## src/rtl/mem_stage_hs_pkg.sv

```systemverilog
// Shared bus layouts, load_op bit positions and load FSM states for the MEM stage.
package mem_stage_hs_pkg;

   localparam int ES_TO_MS_BUS_WD   = 111;
   localparam int MS_TO_WS_BUS_WD   = 70;
   localparam int MS_FWD_BLK_BUS_WD = 42;

   localparam int LOP_LB  = 0;
   localparam int LOP_LBU = 1;
   localparam int LOP_LH  = 2;
   localparam int LOP_LHU = 3;
   localparam int LOP_LW  = 4;
   localparam int LOP_LWL = 5;
   localparam int LOP_LWR = 6;

   typedef enum logic [1:0] {
      LS_IDLE = 2'd0,
      LS_WAIT = 2'd1,
      LS_DONE = 2'd2
   } load_state_e;

   typedef struct packed {
      logic [6:0]  load_op;
      logic        req_sent;
      logic        res_from_mem;
      logic        gr_we;
      logic [4:0]  dest;
      logic [31:0] exe_result;
      logic [31:0] rt_old;
      logic [31:0] pc;
   } es_to_ms_t;

endpackage

```

## src/rtl/mem_load_align.sv

```systemverilog
// Byte-lane extraction, sign/zero extension and lwl/lwr merge for load data.
module mem_load_align
   import mem_stage_hs_pkg::*;
#(
   parameter bit LWLR_EN = 1'b1
) (
   input  logic [6:0]  load_op,
   input  logic [1:0]  addr,
   input  logic [31:0] rdata,
   input  logic [31:0] rt_old,
   output logic [31:0] result
);

   logic [4:0]  sh_lo;
   logic [4:0]  sh_hi;
   logic [31:0] byte_lane;
   logic [31:0] half_lane;

   // sh_hi is 8*(3-addr): lwl shifts the low bytes up into the top of the word
   assign sh_lo     = {addr, 3'b000};
   assign sh_hi     = {~addr, 3'b000};
   assign byte_lane = rdata >> sh_lo;
   assign half_lane = rdata >> {addr[1], 4'b0000};

   always_comb begin
      result = rdata;
      if (load_op[LOP_LB]) begin
         result = {{24{byte_lane[7]}}, byte_lane[7:0]};
      end else if (load_op[LOP_LBU]) begin
         result = {24'h0, byte_lane[7:0]};
      end else if (load_op[LOP_LH]) begin
         result = {{16{half_lane[15]}}, half_lane[15:0]};
      end else if (load_op[LOP_LHU]) begin
         result = {16'h0, half_lane[15:0]};
      end else if (LWLR_EN && load_op[LOP_LWL]) begin
         result = (rdata << sh_hi) | (rt_old & ~(32'hFFFF_FFFF << sh_hi));
      end else if (LWLR_EN && load_op[LOP_LWR]) begin
         result = (rdata >> sh_lo) | (rt_old & ~(32'hFFFF_FFFF >> sh_lo));
      end
   end

endmodule

```

## src/rtl/mem_stage_hs.sv

```systemverilog
// MEM pipeline stage: holds one instruction, waits for its load response (buffering it
// when WB stalls) and discards responses that belong to flushed or cancelled loads.
module mem_stage_hs
   import mem_stage_hs_pkg::*;
#(
   parameter int OUT_MAX = 2,
   parameter bit LWLR_EN = 1'b1
) (
   input  logic                         clk,
   input  logic                         reset,
   input  logic                         ws_allowin,
   output logic                         ms_allowin,
   input  logic                         es_to_ms_valid,
   input  logic [ES_TO_MS_BUS_WD-1:0]   es_to_ms_bus,
   output logic                         ms_to_ws_valid,
   output logic [MS_TO_WS_BUS_WD-1:0]   ms_to_ws_bus,
   input  logic                         ms_flush,
   input  logic                         es_req_cancel,
   input  logic                         data_sram_data_ok,
   input  logic [31:0]                  data_sram_rdata,
   output logic [MS_FWD_BLK_BUS_WD-1:0] ms_fwd_blk_bus
);

   localparam int DW = (OUT_MAX < 1) ? 1 : $clog2(OUT_MAX + 1);
   localparam logic [DW:0] DISC_MAX = (DW + 1)'(OUT_MAX);

   logic        ms_valid_q,  ms_valid_d;
   logic        buf_valid_q, buf_valid_d;
   logic [31:0] rdata_buf_q, rdata_buf_d;
   es_to_ms_t   bus_q,       bus_d;
   load_state_e state_q,     state_d;
   logic [DW-1:0] discard_cnt_q, discard_cnt_d;

   es_to_ms_t   new_bus;
   logic        new_wait;
   logic        wait_load;
   logic        in_wait;
   logic        data_ok_acc;
   logic        ms_ready_go;
   logic        inc_flush;
   logic        dec_disc;
   logic [DW:0] disc_sum;
   logic [31:0] rdata_sel;
   logic [31:0] load_result;
   logic [31:0] final_result;
   logic        ms_blk;
   logic [3:0]  fwd_valid;

   assign new_bus     = es_to_ms_t'(es_to_ms_bus);
   assign new_wait    = (|new_bus.load_op) & new_bus.req_sent;
   assign wait_load   = (|bus_q.load_op) & bus_q.req_sent;
   assign in_wait     = (state_q == LS_WAIT);
   assign data_ok_acc = data_sram_data_ok & (discard_cnt_q == '0);

   assign ms_ready_go    = !wait_load | buf_valid_q | data_ok_acc;
   assign ms_allowin     = !ms_valid_q | (ms_ready_go & ws_allowin);
   assign ms_to_ws_valid = ms_valid_q & ms_ready_go & !ms_flush;

   // Flush wins over entry; a free slot (ms_allowin) means the current instruction leaves
   always_comb begin
      ms_valid_d  = ms_valid_q;
      buf_valid_d = buf_valid_q;
      rdata_buf_d = rdata_buf_q;
      bus_d       = bus_q;
      state_d     = state_q;
      if (ms_flush) begin
         ms_valid_d  = 1'b0;
         buf_valid_d = 1'b0;
         state_d     = LS_IDLE;
      end else if (ms_allowin) begin
         ms_valid_d  = es_to_ms_valid;
         buf_valid_d = 1'b0;
         state_d     = (es_to_ms_valid & new_wait) ? LS_WAIT : LS_IDLE;
         if (es_to_ms_valid) begin
            bus_d = new_bus;
         end
      end else if (in_wait & data_ok_acc) begin
         buf_valid_d = 1'b1;
         rdata_buf_d = data_sram_rdata;
         state_d     = LS_DONE;
      end
   end

   // A flushed load still owes a response unless it arrived this very cycle
   assign inc_flush = ms_flush & in_wait & !data_ok_acc;
   assign dec_disc  = data_sram_data_ok & (discard_cnt_q != '0);
   assign disc_sum  = {1'b0, discard_cnt_q}
                    + {{DW{1'b0}}, inc_flush}
                    + {{DW{1'b0}}, es_req_cancel}
                    - {{DW{1'b0}}, dec_disc};
   assign discard_cnt_d = disc_sum[DW-1:0];

   always_ff @(posedge clk or posedge reset) begin
      if (reset) begin
         ms_valid_q    <= 1'b0;
         buf_valid_q   <= 1'b0;
         state_q       <= LS_IDLE;
         discard_cnt_q <= '0;
      end else begin
         ms_valid_q    <= ms_valid_d;
         buf_valid_q   <= buf_valid_d;
         state_q       <= state_d;
         discard_cnt_q <= discard_cnt_d;
      end
   end

   always_ff @(posedge clk) begin
      bus_q       <= bus_d;
      rdata_buf_q <= rdata_buf_d;
   end

`ifndef SYNTHESIS
   always_ff @(posedge clk) begin
      if (!reset) begin
         assert (disc_sum <= DISC_MAX)
            else $error("mem_stage_hs: discard count exceeds OUT_MAX");
      end
   end
`endif

   assign rdata_sel = buf_valid_q ? rdata_buf_q : data_sram_rdata;

   mem_load_align #(
      .LWLR_EN (LWLR_EN)
   ) u_align (
      .load_op (bus_q.load_op),
      .addr    (bus_q.exe_result[1:0]),
      .rdata   (rdata_sel),
      .rt_old  (bus_q.rt_old),
      .result  (load_result)
   );

   assign final_result = bus_q.res_from_mem ? load_result : bus_q.exe_result;
   assign ms_to_ws_bus = {bus_q.gr_we, bus_q.dest, final_result, bus_q.pc};

   assign fwd_valid      = {4{ms_valid_q & bus_q.gr_we & ms_ready_go}};
   assign ms_blk         = ms_valid_q & bus_q.gr_we & bus_q.res_from_mem & !ms_ready_go;
   assign ms_fwd_blk_bus = {ms_blk, fwd_valid, bus_q.dest, final_result};

endmodule

```

## config.mk

```make
export PLATFORM = sky130hd
export DESIGN_NAME = mem_stage_hs
export DESIGN_NICKNAME = d
export VERILOG_FILES = /design/src/rtl/mem_stage_hs_pkg.sv /design/src/rtl/mem_load_align.sv /design/src/rtl/mem_stage_hs.sv
export SDC_FILE = /design/constraint.sdc
export NUM_CORES = 1
export LEC_CHECK = 0
export BUFFER_PORTS_ARGS = -buffer_cell sky130_fd_sc_hd__buf_4
export CORE_UTILIZATION = 40
export DETAILED_ROUTE_END_ITERATION = 8
export PLACE_DENSITY = 0.67
export SYNTH_ARGS = -nofsm -noshare
export SYNTH_HDL_FRONTEND = slang
export SYNTH_SLANG_ARGS = --single-unit
export TNS_END_PERCENT = 1
```

## constraint.sdc

```tcl
create_clock -name clk -period 7.6 [get_ports clk]
set_input_delay 2.28 -clock clk [delete_from_list [all_inputs] [get_ports clk]]
set_output_delay 2.28 -clock clk [all_outputs]
set_load 0.02 [all_outputs]
```

* After elaboration in Yosys (flattened, before gate mapping)
Index checks and enable logic that the tools add are counted.
** Operators by class
- $lt $le $gt $ge :: 0
- Shift operators :: 5
- Multiply operators :: 0
- Add/subtract/negate cells :: 3
- Equal/unequal tests :: 1
- Bitwise gates (word level) :: 27
- Reduce and logical (&&, ||, !) cells :: 13
- Divide/modulo/power cells :: 0
- Mux-type cells :: 17
** Operators with widths (count)
- $mux 32 :: 8
- $and 32x32->32 :: 2
- $not 32->32 :: 2
- $or 32x32->32 :: 2
- $shl 32x5->32 :: 1
- $shl 32x5->32 const A :: 1
- $shr 32x5->16 :: 1
- $shr 32x5->32 :: 1
- $shr 32x5->32 const A :: 1
- $and 1x1->1 :: 15
- $reduce_or 7->1 :: 2
- $mux 1 :: 6
- $mux 2 :: 3
- $reduce_and 3->1 :: 2
- $logic_not 1->1 :: 5
- $add 2x1->2 :: 2
- $reduce_bool 2->1 :: 2
- $or 1x1->1 :: 3
- $reduce_bool 3->1 :: 1
- $eq 2x1->1 const B :: 1
- $logic_not 2->1 :: 1
- $not 1->1 :: 2
- $not 2->2 :: 1
- $sub 2x1->2 :: 1
** Word-level totals
- RAM bits :: 0
- Memories kept :: 0
- Memory bits (read-only) :: 0
- Logic and storage cells :: 79
- Latch bits :: 0
- Register bits :: 149

* Longest topological paths before layout
- Depth after elaboration :: 11
- Depth in mapped cells :: 10

* Cells and area by module
A second synthesis with hierarchy kept.
** Second synthesis, totals
- Cell total of the unflattened synthesis :: 602
- Area, all modules :: 8150.3 sq um
** Modules (own cells, without submodules)
- mem_stage_hs :: sequential area each 4419.2 sq um, area an instance 6043.3 sq um, cells an instance 335, instances 1
- mem_load_align :: sequential area each 0.0 sq um, area an instance 2107.0 sq um, cells an instance 267, instances 1

* Worst setup path before layout
No wires, ideal clock.
- Kind :: input -> register
- Start :: input port data_sram_data_ok
- End :: register bus_q[102] (netlist bit), enable pin
- Cell stages on the path :: 4
- Path slack :: -1348 ps
- Arrival time :: 8328 ps
- Setup time :: 620 ps
- Data required time :: 6980 ps
- Path through :: nor3b_1 -> a2111oi_2 -> nand2b_1 -> a21oi_1
** On the way
- Longest elaborated chain between the ends :: 5
** Ends and longest elaborated chain
- from (decl) :: RTL line mem_stage_hs.sv:19 : input logic data_sram_data_ok,
- $and 1x1->1 :: RTL line mem_stage_hs.sv:53 : assign data_ok_acc = data_sram_data_ok & (discard_cnt_q == '0);
- $or 1x1->1 :: RTL line mem_stage_hs.sv:55 : assign ms_ready_go = !wait_load | buf_valid_q | data_ok_acc;
- $and 1x1->1 :: RTL line mem_stage_hs.sv:56 : assign ms_allowin = !ms_valid_q | (ms_ready_go & ws_allowin);
- $or 1x1->1 :: RTL line mem_stage_hs.sv:56
- $reduce_and 3->1 (no source line)
- to (signal assigned) :: RTL line mem_stage_hs.sv:108 : bus_q <= bus_d;
- to (decl) :: RTL line mem_stage_hs.sv:30 : es_to_ms_t bus_q, bus_d;
Every way passes these cells.
A chain may end at the register's enable or synchronous reset.

* Final worst setup path
- Start :: input port data_sram_rdata[23]
- End :: output port ms_fwd_blk_bus[16]
** On the way
- Longest elaborated chain between the ends :: 4
** Ends and longest elaborated chain
- from (decl) :: RTL line mem_stage_hs.sv:20 : input logic [31:0] data_sram_rdata,
- $mux 32 :: RTL line mem_stage_hs.sv:121 : assign rdata_sel = buf_valid_q ? rdata_buf_q : data_sram_rdata;
- $shr 32x5->32 :: RTL line mem_load_align.sv:22 : assign byte_lane = rdata >> sh_lo;
- $mux 32 :: RTL line mem_load_align.sv:27 : if (load_op[LOP_LB]) begin
- $mux 32 :: RTL line mem_stage_hs.sv:133 : assign final_result = bus_q.res_from_mem ? load_result : bus_q.exe_result;
- to (decl) :: RTL line mem_stage_hs.sv:21 : output logic [MS_FWD_BLK_BUS_WD-1:0] ms_fwd_blk_bus
Every way passes these cells.

==> results.md <==
* Status: finished clean
* DRC at 0
* Count of different cell masters after synthesis at 58
* CP dominant cell by count: buf_4
* Die X at 150 um
* Placed cell areas at 0.0104 mm^2
* Die Ht at about 150 um
* Global route overflow at 0
* Fmax at 0.155 GHz
* Comb pwr share at 18.3%
* Commonest non-fill, non-tap cell in the layout: buf_4
* Initial core utilization at 41.3%
* Seq cells post-synth at 148
* Crit-path slowest cell: and3_1
* Clock power frac at 38.2%
* Asr flop ratio synth at between 3 and 4%
* CTS tree: done
* Fill count at 1893
* Crit path kind: in -> out
* First-pass GRT wire length at 41.1 mm
* Syn_nets at about 900
* Area used by multi-input combinational logic at approximately 0.0034 mm^2
* Hold Path Stages at 2
* Int Power at 1.56 mW
* Crit path largest cell delay at 710 ps
* Crit Path Max Fanout at 15
* Vias in the first global route at 6745
* GPL Wtd Cong at roughly 1
* Worst flop-to-flop path endpoint: rdata_buf_q[21]
* Post-route ant nets at 0
* Row count at 53
* Area growth, synth to finish at 24.5%
* Hold_sp: state_q[0]
* Internal reg-to-reg setup slack at approximately 4200 ps
* Clk root buf: clkbuf_16
* WP buf/inv at 2
* Final worst-path cycle share at 84.9%
* Hold Buf Count CTS at 0
* Vias per std cell at roughly 5.8
* Worst-Margin Slew at around 1000 ps
* Fin nets at 1066
* R2r startpoint: bus_q[106]
* I/O pin count at 264
* Max-cap violations at 0
* FF-to-FF path depth at 6
* Reg clk slew, reported paths at about 70 ps
* Total track usage at 25.1%
* Setup TNS Final at 0 ps
* Diode count at 0
* Placed insts at between 1000 and 1500
* H-tree Lvls at 4
* Hold EP: buf_valid_q
* Final Max Tran Viols at 0
* Placeable Area at about 0.021 mm^2
* Leak pwr at 4.23 nW
* Sequential Power Share at 43.5%
* Hold Fails Final Rpt at 0
* Final core occ at 51.5%
* Crit start category: input pin
* Final HPWL DP at 21.3 mm
* Mapped cell area at 0.00880 mm^2
* Fin area at 0.0110 mm^2
* DRT iter0 DRCs at 885
* RSZ-0062 raised after global routing: no
* Number of enable flip-flop cells after synthesis at 143
* Num CTS Buffers at 17
* Avg WL per Cell at ~24 um
* Final worst path period need at approximately 6500 ps
* Final setup fails at 0
* Crit. End Element: primary output
* Syn avg cell area at 11.8 um^2
* Initial antenna violation count at 0
* Post-route clock skew at 9.15 ps
* Net Sw Power at 0.657 mW
* Crit path required time at approximately 5300 ps
* Power per cell area at 202 mW/mm^2
* Pwr Total at 2.22 mW
* Slew Limit Headroom at 33.4%
* Vias at 7014
* Port bufs at 263
* Post-cts sizing count at 0
* Gate count of the mapped netlist at 746
* First-pass DRT Iterations at 6
* Routed wire length at around 29 mm
* Switching Share at 29.7%
* Maximum buffer depth of the clock tree at 2
* Worst path top cell family by delay: compound AO/OA/AOI/OAI gates
* Clock Latency Late Sink at 430 ps
* Synth warnings at 0
* Top_reg_cell synth: edfxtp_1
* Commonest non-fill, non-tap cells in the layout: buf_4, edfxtp_1, mux2i_1
* Largest net degree at the start of global routing at between 100 and 150
* Sequential area share after synthesis at 50.2%
* Share of layout cells above drive strength 1 at between 30% and 40%
* Cells along the critical path: buf_4 -> mux2i_1 -> a222oi_1 -> a21boi_2 -> and3_1 -> a211o_1 -> buf_4
* Clk sinks at approximately 150
* Min-delay worst type: reg -> reg
* Storage element area at 0.00442 mm^2
* Die Area at 0.0226 mm^2
* Maximum VDD drop at about 0.14 mV
* Fin cells at 1202
* Crit path arrival time at 4170 ps
* Post-CTS setup buffers at 0
[tightest hold or removal path: stages (launching register included)]
cell	delay, ps
dfrtp_1	360
a21oi_1	70
nor2_1	90
[synthesized netlist by cell type (all sizes together), types with 4 or more instances]
library cell  count  area [um^2]
o21ai            42          214
mux4             12          270
o221ai           11         96.3
nor4              7         43.8
nor2             40          150
nor3             18         95.1
edfxtp          143         4290
mux2              6         67.6
nor3b             4         35.0
a211oi           16          120
clkbuf           26         98.8
o31ai             6         45.0
a21oi            32          160
nor2b             6         40.0
a31oi             8         50.1
nand2            25         93.8
a211o            15          131
nand2b           14         87.6
o22ai            16          100
mux2i            91          911
a221o             8         80.1
a22o              4         35.0
inv              15         56.3
o211ai           16          120
and3              4         25.0
a221oi           10         87.6
a22oi            13         97.6
dfrtp             5          125
buf             105          810
o221a             4         45.0
and2              5         31.3
[state kept, by name (all words and copies together), names as in the netlist]
signal          cells
bus_q              73
discard_cnt_q       2
state_q             1
rdata_buf_q        32
ms_fwd_blk_bus      5
buf_valid_q         1
ms_valid_q          1
ms_to_ws_bus       33
[routing by layer]
metal | track usage [%] | part of all wire (%)
met5 | 0 | 0
met4 | 7.73 | 2.0
met3 | 8.97 | 13
met2 | 37.1 | 45
met1 | 34.2 | 41
[power groups by stage]
stage | clock network, mW | registers [mW] | logic [mW]
after floorplan | 0 | 0.970 | 0.255
after global placement | 0 | 0.980 | 0.401
after detailed placement | 0 | 0.981 | 0.404
after CTS | 0.858 | 0.963 | 0.405
after global routing | 0.887 | 0.966 | 0.433
final | 0.847 | 0.963 | 0.406
[logic make-up (layout without fill, tap and decap cells)]
logic type | Yosys count | count (layout) | synth area share (%)
and+or+nand+nor | 129 | 129 | 7.41
buffers and inverters | 147 | 328 | 11.0
xor gates and xnor gates | 2 | 2 | 0.199
DFF | 148 | 148 | 50.2
adders and majority gates | 2 | 2 | 0.370
AOI/OAI and AO/OA | 209 | 209 | 16.6
muxes | 109 | 109 | 14.2
[layout make-up]
| class | count | area share, % |
|---|---|---|
| multi-input combinational | 451 | 31.3 |
| tap | 275 | 3.14 |
| timing repair buffer | 280 | 19.3 |
| inverter | 16 | 0.548 |
| clock buffer | 17 | 3.88 |
| sequential | 148 | 40.4 |
| clock inverter | 15 | 1.47 |
[metrics by stage]
| step | setup WS, ps | hold slack, ps |
|---|---|---|
| 2_1_floorplan | 825 | 499 |
| 3_3_place_gp | 1230 | 514 |
| 3_5_place_dp | 1200 | 552 |
| 4_1_cts | 1170 | 570 |
| 5_1_grt | 1050 | 619 |
| 6_report | 1150 | 562 |
[how the worst max path moves through the flow]
stage / startpoint / endpoint / slack, ps / cells after the start
after CTS: data_sram_rdata[23] / ms_fwd_blk_bus[17] / 1170 / 7
after floorplan: data_sram_data_ok / rdata_buf_q[0] / 820 / 5
after global routing: data_sram_rdata[23] / ms_fwd_blk_bus[17] / 1050 / 7
after global placement: data_sram_rdata[23] / ms_fwd_blk_bus[16] / 1230 / 7
final: data_sram_rdata[23] / ms_fwd_blk_bus[16] / 1150 / 7
after detailed placement: data_sram_rdata[23] / ms_fwd_blk_bus[16] / 1200 / 7
No activity file was read; power rests on OpenSTA's default activity.
